**src/rtl/uart_pkg.sv**
```systemverilog
// Shared UART definitions: receiver state encoding, frame constants and parity helper.
package uart_pkg;

   localparam int unsigned DATA_BITS = 8;
   localparam int unsigned BIT_IDX_W = $clog2(DATA_BITS);

   typedef enum logic [2:0] {
      ST_IDLE   = 3'd0,
      ST_START  = 3'd1,
      ST_DATA   = 3'd2,
      ST_PARITY = 3'd3,
      ST_STOP1  = 3'd4,
      ST_STOP2  = 3'd5
   } uart_state_e;

   // Framing options captured at start-bit detection.
   typedef struct packed {
      logic two_stop;
      logic parity_en;
      logic parity_even;
   } uart_frame_cfg_t;

   // Parity bit that makes the frame's parity even (even=1) or odd (even=0).
   function automatic logic parity_bit(input logic [DATA_BITS-1:0] data, input logic even);
      return even ? (^data) : ~(^data);
   endfunction

endpackage

```
**src/rtl/uart_sync.sv**
```systemverilog
// Two-flop synchronizer for asynchronous inputs; both flops preset to 1 (idle-high lines, buttons).
module uart_sync (
   input  logic clk,
   input  logic rst_n,
   input  logic raw,
   output logic synced
);

   logic meta;

   // Metastability filter chain.
   always_ff @(posedge clk or negedge rst_n) begin
      if (!rst_n) begin
         meta   <= 1'b1;
         synced <= 1'b1;
      end else begin
         meta   <= raw;
         synced <= meta;
      end
   end

endmodule

```
**src/rtl/uart_rx.sv**
```systemverilog
// UART receiver: 8 data bits LSB first, optional parity, 1 or 2 stop bits, mid-bit sampling.
module uart_rx
   import uart_pkg::*;
#(
   parameter int unsigned CLOCK_DIVIDER_WIDTH = 16
) (
   input  logic                           clock_i,
   input  logic                           reset_i,
   input  logic                           serial_i,
   input  logic                           two_stop_bits_i,
   input  logic                           parity_bit_i,
   input  logic                           parity_even_i,
   input  logic [CLOCK_DIVIDER_WIDTH-1:0] clock_divider_i,
   output logic [DATA_BITS-1:0]           data_o,
   output logic                           data_valid_o,
   output logic                           parity_error_o,
   output logic                           framing_error_o,
   output logic                           busy_o
);

   localparam int unsigned CW = CLOCK_DIVIDER_WIDTH;

   logic rx;

   uart_state_e            state, state_nxt;
   logic [CW-1:0]          cnt, cnt_nxt;
   logic [CW-1:0]          div, div_nxt;
   uart_frame_cfg_t        cfg, cfg_nxt;
   logic [BIT_IDX_W-1:0]   idx, idx_nxt;
   logic [DATA_BITS-1:0]   shift, shift_nxt;
   logic                   perr, perr_nxt;
   logic                   ferr, ferr_nxt;
   logic                   armed, armed_nxt;
   logic [DATA_BITS-1:0]   data_nxt;
   logic                   valid_nxt;
   logic                   perr_out_nxt;
   logic                   ferr_out_nxt;
   logic                   busy_nxt;
   logic                   tick;
   logic                   done;

   // Bring the serial line into the clock domain.
   uart_sync u_sync (
      .clk    (clock_i),
      .rst_n  (reset_i),
      .raw    (serial_i),
      .synced (rx)
   );

   // Next-state, bit timing, data capture and status generation.
   always_comb begin
      state_nxt    = state;
      cnt_nxt      = cnt;
      div_nxt      = div;
      cfg_nxt      = cfg;
      idx_nxt      = idx;
      shift_nxt    = shift;
      perr_nxt     = perr;
      ferr_nxt     = ferr;
      armed_nxt    = armed;
      data_nxt     = data_o;
      valid_nxt    = 1'b0;
      perr_out_nxt = parity_error_o;
      ferr_out_nxt = framing_error_o;
      done         = 1'b0;
      tick         = (cnt == '0);

      // Free-running down-counter while a frame is in flight; reload one bit period on each sample.
      if (state != ST_IDLE) begin
         cnt_nxt = tick ? (div - CW'(1)) : (cnt - CW'(1));
      end

      case (state)
         ST_IDLE: begin
            if (rx) begin
               armed_nxt = 1'b1;
            end else if (armed) begin
               state_nxt           = ST_START;
               div_nxt             = clock_divider_i;
               cfg_nxt.two_stop    = two_stop_bits_i;
               cfg_nxt.parity_en   = parity_bit_i;
               cfg_nxt.parity_even = parity_even_i;
               // Half a bit period lands the first sample in the middle of the start bit.
               cnt_nxt             = (clock_divider_i >> 1) - CW'(1);
               perr_nxt            = 1'b0;
               ferr_nxt            = 1'b0;
            end
         end

         ST_START: begin
            if (tick) begin
               if (rx) begin
                  state_nxt = ST_IDLE;
               end else begin
                  state_nxt = ST_DATA;
                  idx_nxt   = '0;
               end
            end
         end

         ST_DATA: begin
            if (tick) begin
               shift_nxt[idx] = rx;
               idx_nxt        = idx + BIT_IDX_W'(1);
               if (idx == BIT_IDX_W'(DATA_BITS - 1)) begin
                  state_nxt = cfg.parity_en ? ST_PARITY : ST_STOP1;
               end
            end
         end

         ST_PARITY: begin
            if (tick) begin
               perr_nxt  = (rx != parity_bit(shift, cfg.parity_even));
               state_nxt = ST_STOP1;
            end
         end

         ST_STOP1: begin
            if (tick) begin
               ferr_nxt = ferr | ~rx;
               if (cfg.two_stop) begin
                  state_nxt = ST_STOP2;
               end else begin
                  done = 1'b1;
               end
            end
         end

         ST_STOP2: begin
            if (tick) begin
               ferr_nxt = ferr | ~rx;
               done     = 1'b1;
            end
         end

         default: begin
            state_nxt = ST_IDLE;
         end
      endcase

      // Frame completion: publish results and return to IDLE while still inside the stop bit.
      if (done) begin
         state_nxt    = ST_IDLE;
         valid_nxt    = 1'b1;
         data_nxt     = shift;
         perr_out_nxt = perr;
         ferr_out_nxt = ferr_nxt;
         // A bad stop bit means the line may be held low; require it to go idle before re-arming.
         armed_nxt    = ~ferr_nxt;
      end

      busy_nxt = (state_nxt != ST_IDLE);
   end

   // State and output registers.
   always_ff @(posedge clock_i or negedge reset_i) begin
      if (!reset_i) begin
         state           <= ST_IDLE;
         cnt             <= '0;
         div             <= '0;
         cfg             <= '0;
         idx             <= '0;
         shift           <= '0;
         perr            <= 1'b0;
         ferr            <= 1'b0;
         armed           <= 1'b1;
         data_o          <= '0;
         data_valid_o    <= 1'b0;
         parity_error_o  <= 1'b0;
         framing_error_o <= 1'b0;
         busy_o          <= 1'b0;
      end else begin
         state           <= state_nxt;
         cnt             <= cnt_nxt;
         div             <= div_nxt;
         cfg             <= cfg_nxt;
         idx             <= idx_nxt;
         shift           <= shift_nxt;
         perr            <= perr_nxt;
         ferr            <= ferr_nxt;
         armed           <= armed_nxt;
         data_o          <= data_nxt;
         data_valid_o    <= valid_nxt;
         parity_error_o  <= perr_out_nxt;
         framing_error_o <= ferr_out_nxt;
         busy_o          <= busy_nxt;
      end
   end

endmodule
```
**config.mk**
```make
export PLATFORM = sky130hd
export DESIGN_NAME = uart_rx
export DESIGN_NICKNAME = d
export VERILOG_FILES = /design/src/rtl/uart_pkg.sv /design/src/rtl/uart_sync.sv /design/src/rtl/uart_rx.sv
export SDC_FILE = /design/constraint.sdc
export NUM_CORES = 1
export LEC_CHECK = 0
export ABC_AREA = 1
export CAP_MARGIN = 40
export CORE_MARGIN = 2
export CORE_UTILIZATION = 45
export CTS_CLUSTER_DIAMETER = 200
export DETAILED_ROUTE_END_ITERATION = 12
export DONT_BUFFER_PORTS = 1
export PLACE_DENSITY = 0.61
export SYNTH_ARGS = -nofsm -noshare
export SYNTH_HDL_FRONTEND = slang
export SYNTH_HIERARCHICAL = 1
export SYNTH_SLANG_ARGS = --single-unit
```
**constraint.sdc**
```tcl
create_clock -name clock_i -period 2.6 [get_ports clock_i]
set_input_delay 0.52 -clock clock_i [delete_from_list [all_inputs] [get_ports clock_i]]
set_output_delay 0.52 -clock clock_i [all_outputs]
set_load 0.01 [all_outputs]
```
After elaboration in Yosys (flattened, before gate mapping). Index checks and enable logic that the tools add are counted.

Word-level logic and storage cells: 98. Register bits after elaboration: 66.

Magnitude comparators: 2. Bitwise operators: 4. Equality and inequality tests: 13. Multiplexer cells: 41. Add/subtract/negate cells: 4. Reductions and logical operators: 16.

Operators with widths (count): $mux 16 (5); $mux 3 (13); $sub 16x1->16 const B (2); $pmux 3 s6 (1); $logic_not 16->1 (1); $sub 15x1->16 const B (1); $mux 1 (15); $ne 2x2->1 const B (6); $eq 3x3->1 const B (3); $bwmux 8 (1); $reduce_and 4->1 (2); $reduce_bool 2->1 (4); $reduce_xor 8->1 (1); $eq 3x2->1 const B (2); $pmux 1 s2 (3); $pmux 3 s2 (1); $reduce_bool 3->1 (2); $lt 3x4->1 const B (1); $reduce_and 2->1 (2); $add 3x1->3 const B (1); $demux 1 s3 (1); $eq 3x1->1 const B (1); $ge 3x1->1 const B (1); $logic_not 3->1 (1); 7 further kinds (9).

Depth between registers and ports, before layout. Gate-level depths: netlist of run 1.

Depth after elaboration: 6. Depth in mapped cells: 15.

By module. Netlist of run 1, hierarchy kept.

By module, submodules not included: uart_rx (area an instance 3925.0 sq um, times used 1, cells an instance 524); uart_sync (area an instance 52.6 sq um, times used 1, cells an instance 2).

Worst setup path before layout of run 1. No wires, ideal clock.

Kind: register -> register. Start point: register cnt[1]. End point: register cnt[12]. Data arrival time: 1.698 ns. Cell stages (with the launch flop): 13. Data required time: 2.481 ns. Clock period less this slack: 1.817 ns. Path slack: 0.783 ns. Path buffers: 1. Cells stage by stage: dfrtp_1 -> nor2_1 -> nand2_1 -> nor2_2 -> buf_6 -> nand3_1 -> nand2_2 -> ha_1 -> nand3_4 -> nor2_4 -> nand3_1 -> nand3_1 -> nand2_1.

Longest elaborated chain between the ends: 6. Elaborated cells on any way between the ends: 7. Those cells by class: add/sub (1); mux (5); reduce/logical (1).

RTL lines: start, declared (line uart_rx.sv:26) `logic [CW-1:0] cnt, cnt_nxt;`; start signal, assigned (line uart_rx.sv:174) `cnt <= cnt_nxt;`; $sub 16x1->16 / $logic_not 16->1 (equally long branches) (line uart_rx.sv:70, uart_rx.sv:66); $mux 16 (*) (line uart_rx.sv:70) `cnt_nxt = tick ? (div - CW'(1)) : (cnt - CW'(1));`; $mux 16 (*) (line uart_rx.sv:69) `if (state != ST_IDLE) begin`; $mux 16 (line uart_rx.sv:77) `end else if (armed) begin`; $mux 16 (line uart_rx.sv:75) `if (rx) begin`; $mux 16 (*) (line uart_rx.sv:73) `case (state)`; via cnt_nxt[12] (line uart_rx.sv:26).

The timed path passes the listed nets; every way through them passes the cells marked *. A chain may end at the register's enable or synchronous reset.

Worst setup path in the final report of run 1.
Start point: register cnt[6]. End point: register cnt[14].

The elaborated chain is that of the path after synthesis.

==> flow_summary.toml, run 1 <==
[synth]
ys.flop_type = "dfrtp_1"
synth.top_cells.by_area = "dfrtp_1 (40%), nand2_1 (12%), inv_1 (7.7%), nand3_1 (5.8%), nor2_1 (5.2%)"
yosysWarnings = 6
synth-seq-cells = 66
syn_avg_cell_area_um2 = 7.56
synth_top_area_frac = 0.396
synth-async-reset-ratio = 1.00
syn_nets = 552
yosysSeqAreaShare = 0.416
netlist_instances = 526
synth_edf_count = 0
yosys.cell_types.count = 45
yosys.area.top_type = "dfrtp_1"
syn_area_mm2 = 0.00398

[grt]
grt_pass1_vias = 3369
overflow = 0
grt_start_max_net_pins = 64
grt-busiest-layer = "met2"
grt_pass1_wl_mm = 16.8
grtUsageMet2 = 0.368
antenna_found_initial = 0
grt_util_met1 = 0.286
globalRouteMet3Util = 0.0379
grt_usage = 0.219

[worst_setup_path]
crit_end = "cnt[14]$_DFF_PN0_"
crit_path_frequent_cell = "nand2_1"
cp-start-kind = "flip-flop"
worstPathCellList = "nor2_1 > nand2_1 > nor2_2 > nand2_2 > buf_4 > o21ai_0 > nor2_1 > nand2_1 > nor2_1 > nand2_1 > nand2_1 > nand3_1 > nand2_1"
slowest_delay_ns = 0.41
r2r-start = "cnt[6]$_DFF_PN0_"
crit_type = "flip-flop to flip-flop"
cp_max_fo = 8
crit_required_ns = 2.84
cp_slowest_cell = "dfrtp_1"
end_kind = "flip-flop"
cp-startpoint = "cnt[6]$_DFF_PN0_"
arrival_ns = 2.33
cp_num_cells = 13
cpLargestDelayFamily = "simple AND/OR/NAND/NOR gates"
r2r_slack_ns = 0.51
critPathBufInv = 1
reg2reg_to = "cnt[14]$_DFF_PN0_"
reg2regPathDepth = 13

[pwr]
pwr-share-seq = 0.438
vdd_drop_max_v = 0.000294
switching_share = 0.396
p_leak_nw = 2.20
power.internal_mw = 2.06
net-switching-power_mw = 1.35
p_comb_frac = 0.323
power_density_mw_per_mm2 = 790
p_clk_frac = 0.239
p_total_mw = 3.40

[timing]
period_minus_slack_ns = 2.09
finalClockSkew_ns = 0.0110
slew_viol_final = 0
rsz0062_at_grt = "no"
tightest_slew_ns = 0.553
hold_slack_ns = 0.00381
finalSetupTns_ns = 0
finalHoldViolations = 0
max_freq_mhz = 479
post-route-period-util = 0.803
slew_headroom = 0.631
finalSetupViolations = 0

[floorplanning]
row_count = 34
start_util = 0.461
die_width_um = 98.0
die_y_um = 98.0
ios = 34
die_area_mm2 = 0.00961
core_mm2 = 0.00864

[drt]
vias_per_cell = 5.23
drt_iter0_markers = 165
wl_mm = 9.80
drtAntennaViolNets = 0
wl_per_cell_um = 15.1
drc = 0
drt_pass1_iterations = 4
vias = 3407

[layout]
multi_input_area_mm2 = 0.00190
fin_area_mm2 = 0.00431
num_antenna_cells = 0
syn2layout_area_growth_pct = 8.24
fin_nets = 564
final_core_util = 0.499
drive_above_1_share = 0.120
register_area_mm2 = 0.00166
fillers = 848

[job]
drv_cap = 0

[clock_tree]
cts_made_buffers = 9
cts_root_buffer = "clkbuf_8"
clock_latency_ns = 0.36
clock-sinks = 66
clockBufferDepth = 2
post_cts_resized = 0
tritoncts = "done"
clk_transition_reported_paths_ns = 0.08
ctsHtreeMaxLevel = 3

[place]
dp_hpwl_mm = 7.03
dpl_cell_area_mm2 = 0.00409
io_buffers = 0
place_congestion = 0.903

[hold_path]
min_path_type = "primary input to asynchronous set/reset pin"

[outcome]
status = "finished, final reports clean"
## kinds of logic after synthesis
kind of cell / after synthesis / share of synthesized area
DFF: 66 / 0.416
and+or+nand+nor: 266 / 0.315
xor gates and xnor gates: 14 / 0.0308
buffers and inverters: 98 / 0.107
adders and majority gates: 4 / 0.0126
AOI/OAI and AO/OA: 73 / 0.106
muxes: 5 / 0.0126
## sequential cells by signal, indices dropped and copies added, names as in the netlist, 3 cells and up
signal and flops:
cfg 3, cnt 16, data_o 8, div 16
idx 3, shift 8, state 3
## area by class of cell
class	instances	share of cell area
inverter	87	0.0758
multi-input combinational	362	0.441
tap	108	0.0314
sequential	66	0.384
timing repair buffer	12	0.0262
clock inverter	6	0.00959
clock buffer	10	0.0320
## power groups by stage
stage	combinational (mW)	sequential [mW]	clock, mW
after detailed placement	1.07	1.51	0
after global placement	1.05	1.50	0
after floorplan	0.876	1.44	0
final	1.10	1.49	0.812
after CTS	1.10	1.49	0.827
after global routing	1.29	1.52	0.880
## cell usage after synthesis, types with 4 or more instances
cell     number
a21oi_1      12
buf_2         6
dfrtp_1      63
ha_1          4
inv_1        82
inv_2         4
mux2i_1       5
nand2_1     124
nand2_2       9
nand3_1      46
nor2_1       55
nor2_2        8
nor3_1        7
o21ai_0      38
xnor2_1       4
xor2_1       10
## metal layers
| layer | wire length (µm) | vias up | share of wire |
|---|---|---|---|
| met3 | 424 | 14 | 0.043 |
| met2 | 4860 | 88 | 0.50 |
| met4 | 185 | 0 | 0.019 |
| met5 | 0 | - | 0 |
| li1 | - | 1698 | - |
| met1 | 4330 | 1607 | 0.44 |
## worst min-delay path by stage
| stage | start | endpoint | slack [ns] |
|---|---|---|---|
| finish | reset_i | div[2]$_DFFE_PN0P_ | 0.004 |
| global route | reset_i | div[3]$_DFFE_PN0P_ | 0.05 |
| CTS | reset_i | div[2]$_DFFE_PN0P_ | 0.04 |
| detailed placement | reset_i | div[2]$_DFFE_PN0P_ | 0.23 |
| global placement | reset_i | div[3]$_DFFE_PN0P_ | 0.23 |
| floorplan | reset_i | busy_o$_DFF_PN0_ | 0.22 |
## timing repair
item / CTS / global route
hold buffers: 2 / 0
setup buffers: 0 / 0
hold endpoints to repair: 63 / 0
## metrics by stage
step | setup slack (ns) | std cells
floorplan | 0.783 | 526
global placement | 0.485 | 633
detailed placement | 0.456 | 633
CTS | 0.516 | 651
global route | 0.304 | 651
finish | 0.512 | 651
## placed cells by master, fill, tap and decap left out, types with 5 or more instances in the layout
cell      synthesis  routed
a21oi_1          12      12
buf_4             0      10
clkbuf_8          0      10
dfrtp_1          63      63
inv_1            82      82
mux2i_1           5       5
nand2_1         124     124
nand2_2           9       9
nand3_1          46      46
nor2_1           55      55
nor2_2            8       8
nor3_1            7       7
o21ai_0          38      38
xor2_1           10      10
No activity file was read; power rests on OpenSTA's default activity.
==> run 2, diff against run 1 <==
Settings changed: PLACE_DENSITY 0.61 to 0.63.
Clock period 2.6 ns to 1.9 ns, I/O delays scaled along.
==> run 2 against run 1 <==
  * The run now ends with negative setup slack left
  * Cell count increased by 5.1%
  * Cell area up 10%
  * Sequential power increased by 36%
  * Setup slack lost 0.52 ns
  * Largest power group unchanged
  * Non-clock buffer count up 33
  * Register-to-register slack got worse by 0.52 ns
  * Flip-flop and latch count is the same
  * First-iteration DRC count is 13% lower
==> flow_summary.toml, run 2 (synthesized netlist as in run 1, its figures left out) <==
[floorplanning]
row_count = 34
core_mm2 = 0.00864
ios = 34
die_width_um = 98.0
die_y_um = 98.0
start_util = 0.461
die_area_mm2 = 0.00961

[layout]
reg.largest.list = "cnt: 16 flops, div: 16 flops"
fin_area_mm2 = 0.00473
drive_above_1_share = 0.198
fin_nets = 597
syn2layout_area_growth_pct = 19.0
final_common_cell = "nand2_1"
num_antenna_cells = 0
fillers = 836
final_cell_mix = "nand2_1 (119), inv_1 (81), dfrtp_1 (63)"

[grt]
antenna_found_initial = 0
grt_pass1_wl_mm = 16.7
grt_start_max_net_pins = 67
grt_usage = 0.219
overflow = 0
grt_pass1_vias = 3453

[worst_setup_path]
cp-startpoint = "cnt[13]$_DFF_PN0_"
arrival_ns = 2.17
slowest_delay_ns = 0.40
cpLargestDelayFamily = "simple AND/OR/NAND/NOR gates"
crit_end = "cnt[11]$_DFF_PN0_"
r2r_slack_ns = -0.007
crit_type = "flip-flop to flip-flop"
reg2regPathDepth = 14
crit_path_frequent_cell = "nand2_1"
cp-start-kind = "flip-flop"
crit_required_ns = 2.17
r2r-start = "cnt[13]$_DFF_PN0_"
end_kind = "flip-flop"
reg2reg_to = "cnt[11]$_DFF_PN0_"
cp_slowest_cell = "dfrtp_1"
critPathBufInv = 3
cp_num_cells = 14
worstPathCellList = "nor2_2 > nand2_2 > nor2_4 > buf_4 > buf_4 > nand3b_2 > nand2_2 > nand2_1 > nor2_2 > nand3_1 > nand2_1 > nand3_1 > nand2_1 > inv_1"
cp_max_fo = 6

[drt]
drt_iter0_markers = 144
vias = 3562
drt_pass1_iterations = 4
drtAntennaViolNets = 0
vias_per_cell = 5.21
wl_per_cell_um = 15.0
drc = 0
wl_mm = 10.2

[timing]
slew_headroom = 0.740
post-route-period-util = 1.00
finalHoldViolations = 0
rsz0062_at_grt = "yes"
finalSetupTns_ns = -0.00694
finalClockSkew_ns = 0.0110
finalSetupViolations = 1
max_freq_mhz = 524
fin_ws_ns = -0.00694
period_minus_slack_ns = 1.91
slew_viol_final = 0
tightest_slew_ns = 0.389

[pwr]
vdd_drop_max_v = 0.000521
p_leak_nw = 2.41
power_density_mw_per_mm2 = 1100

[hold_path]
min_path_type = "primary input to flip-flop"

[outcome]
violations = "negative setup slack"
status = "finished, violations left"

[clock_tree]
clock_latency_ns = 0.36
clk_transition_reported_paths_ns = 0.09
tritoncts = "done"
clock-sinks = 66
cts_made_buffers = 9
ctsHtreeMaxLevel = 3
cts_root_buffer = "clkbuf_8"
clockBufferDepth = 2

[place]
dpl_cell_area_mm2 = 0.00428
io_buffers = 0
dp_hpwl_mm = 7.30
place_congestion = 0.925

[job]
drv_cap = 0
==> run 2: worst min-delay path by stage <==
| stage | from | endpoint | slack [ns] | depth (start not counted) |
|---|---|---|---|---|
| 6_report | parity_even_i | cfg[0]$_DFFE_PN0P_ | 0.13 | 2 |
| 4_1_cts | parity_even_i | cfg[0]$_DFFE_PN0P_ | 0.12 | 2 |
| 3_3_place_gp | reset_i | cnt[2]$_DFF_PN0_ | 0.09 | 0 |
| 3_5_place_dp | reset_i | div[3]$_DFFE_PN0P_ | 0.09 | 0 |
| 5_1_grt | clock_divider_i[2] | div[2]$_DFFE_PN0P_ | 0.13 | 2 |
| 2_1_floorplan | reset_i | busy_o$_DFF_PN0_ | 0.08 | 0 |
==> run 2: per-stage QoR <==
stage | hold WS, ns | util | power [mW] | std cells | setup WS, ns
floorplan | 0.0844 | - | 3.17 | 526 | 0.0828
global placement | 0.0874 | 0.496 | 3.69 | 655 | -0.0611
detailed placement | 0.0877 | 0.496 | 3.71 | 655 | -0.0854
CTS | 0.117 | 0.528 | 5.06 | 674 | 0.00612
global route | 0.130 | 0.548 | 5.57 | 684 | -0.144
finish | 0.128 | 0.548 | 5.20 | 684 | -0.00694
==> run 2: area by class of cell <==
| class | count | area, µm² | share of cell area |
|---|---|---|---|
| inverters | 87 | 342 | 0.0721 |
| repair buffers | 45 | 415 | 0.0877 |
| clock buffers | 9 | 124 | 0.0262 |
| clock inverters | 7 | 81.3 | 0.0172 |
| multi-input cells | 362 | 1980 | 0.419 |
| well taps | 108 | 135 | 0.0285 |
| flip-flops and latches | 66 | 1660 | 0.350 |
==> run 2: timing repair <==
action / 4_1_cts / 5_1_grt
buffers inserted: 0 / 8
endpoints found under the hold margin: 67 / 0
setup endpoints to repair: 19 / 34
gates resized for setup: 8 / 39
pin swaps: 5 / 8
gates cloned: 0 / 2
hold buffers: 3 / 0
==> run 2: where the power goes <==
group	switching [mW]	internal (mW)	leakage (nW)
clock	0.637	0.626	0.101
sequential	0.253	1.78	0.835
combinational	1.13	0.775	1.48
==> run 2: layer usage <==
metal | vias up | track usage | share of wire
met5 | - | 0 | 0
met4 | 0 | 0.0748 | 0.019
met3 | 14 | 0.0408 | 0.050
met2 | 82 | 0.369 | 0.50
met1 | 1698 | 0.284 | 0.43
li1 | 1768 | - | -
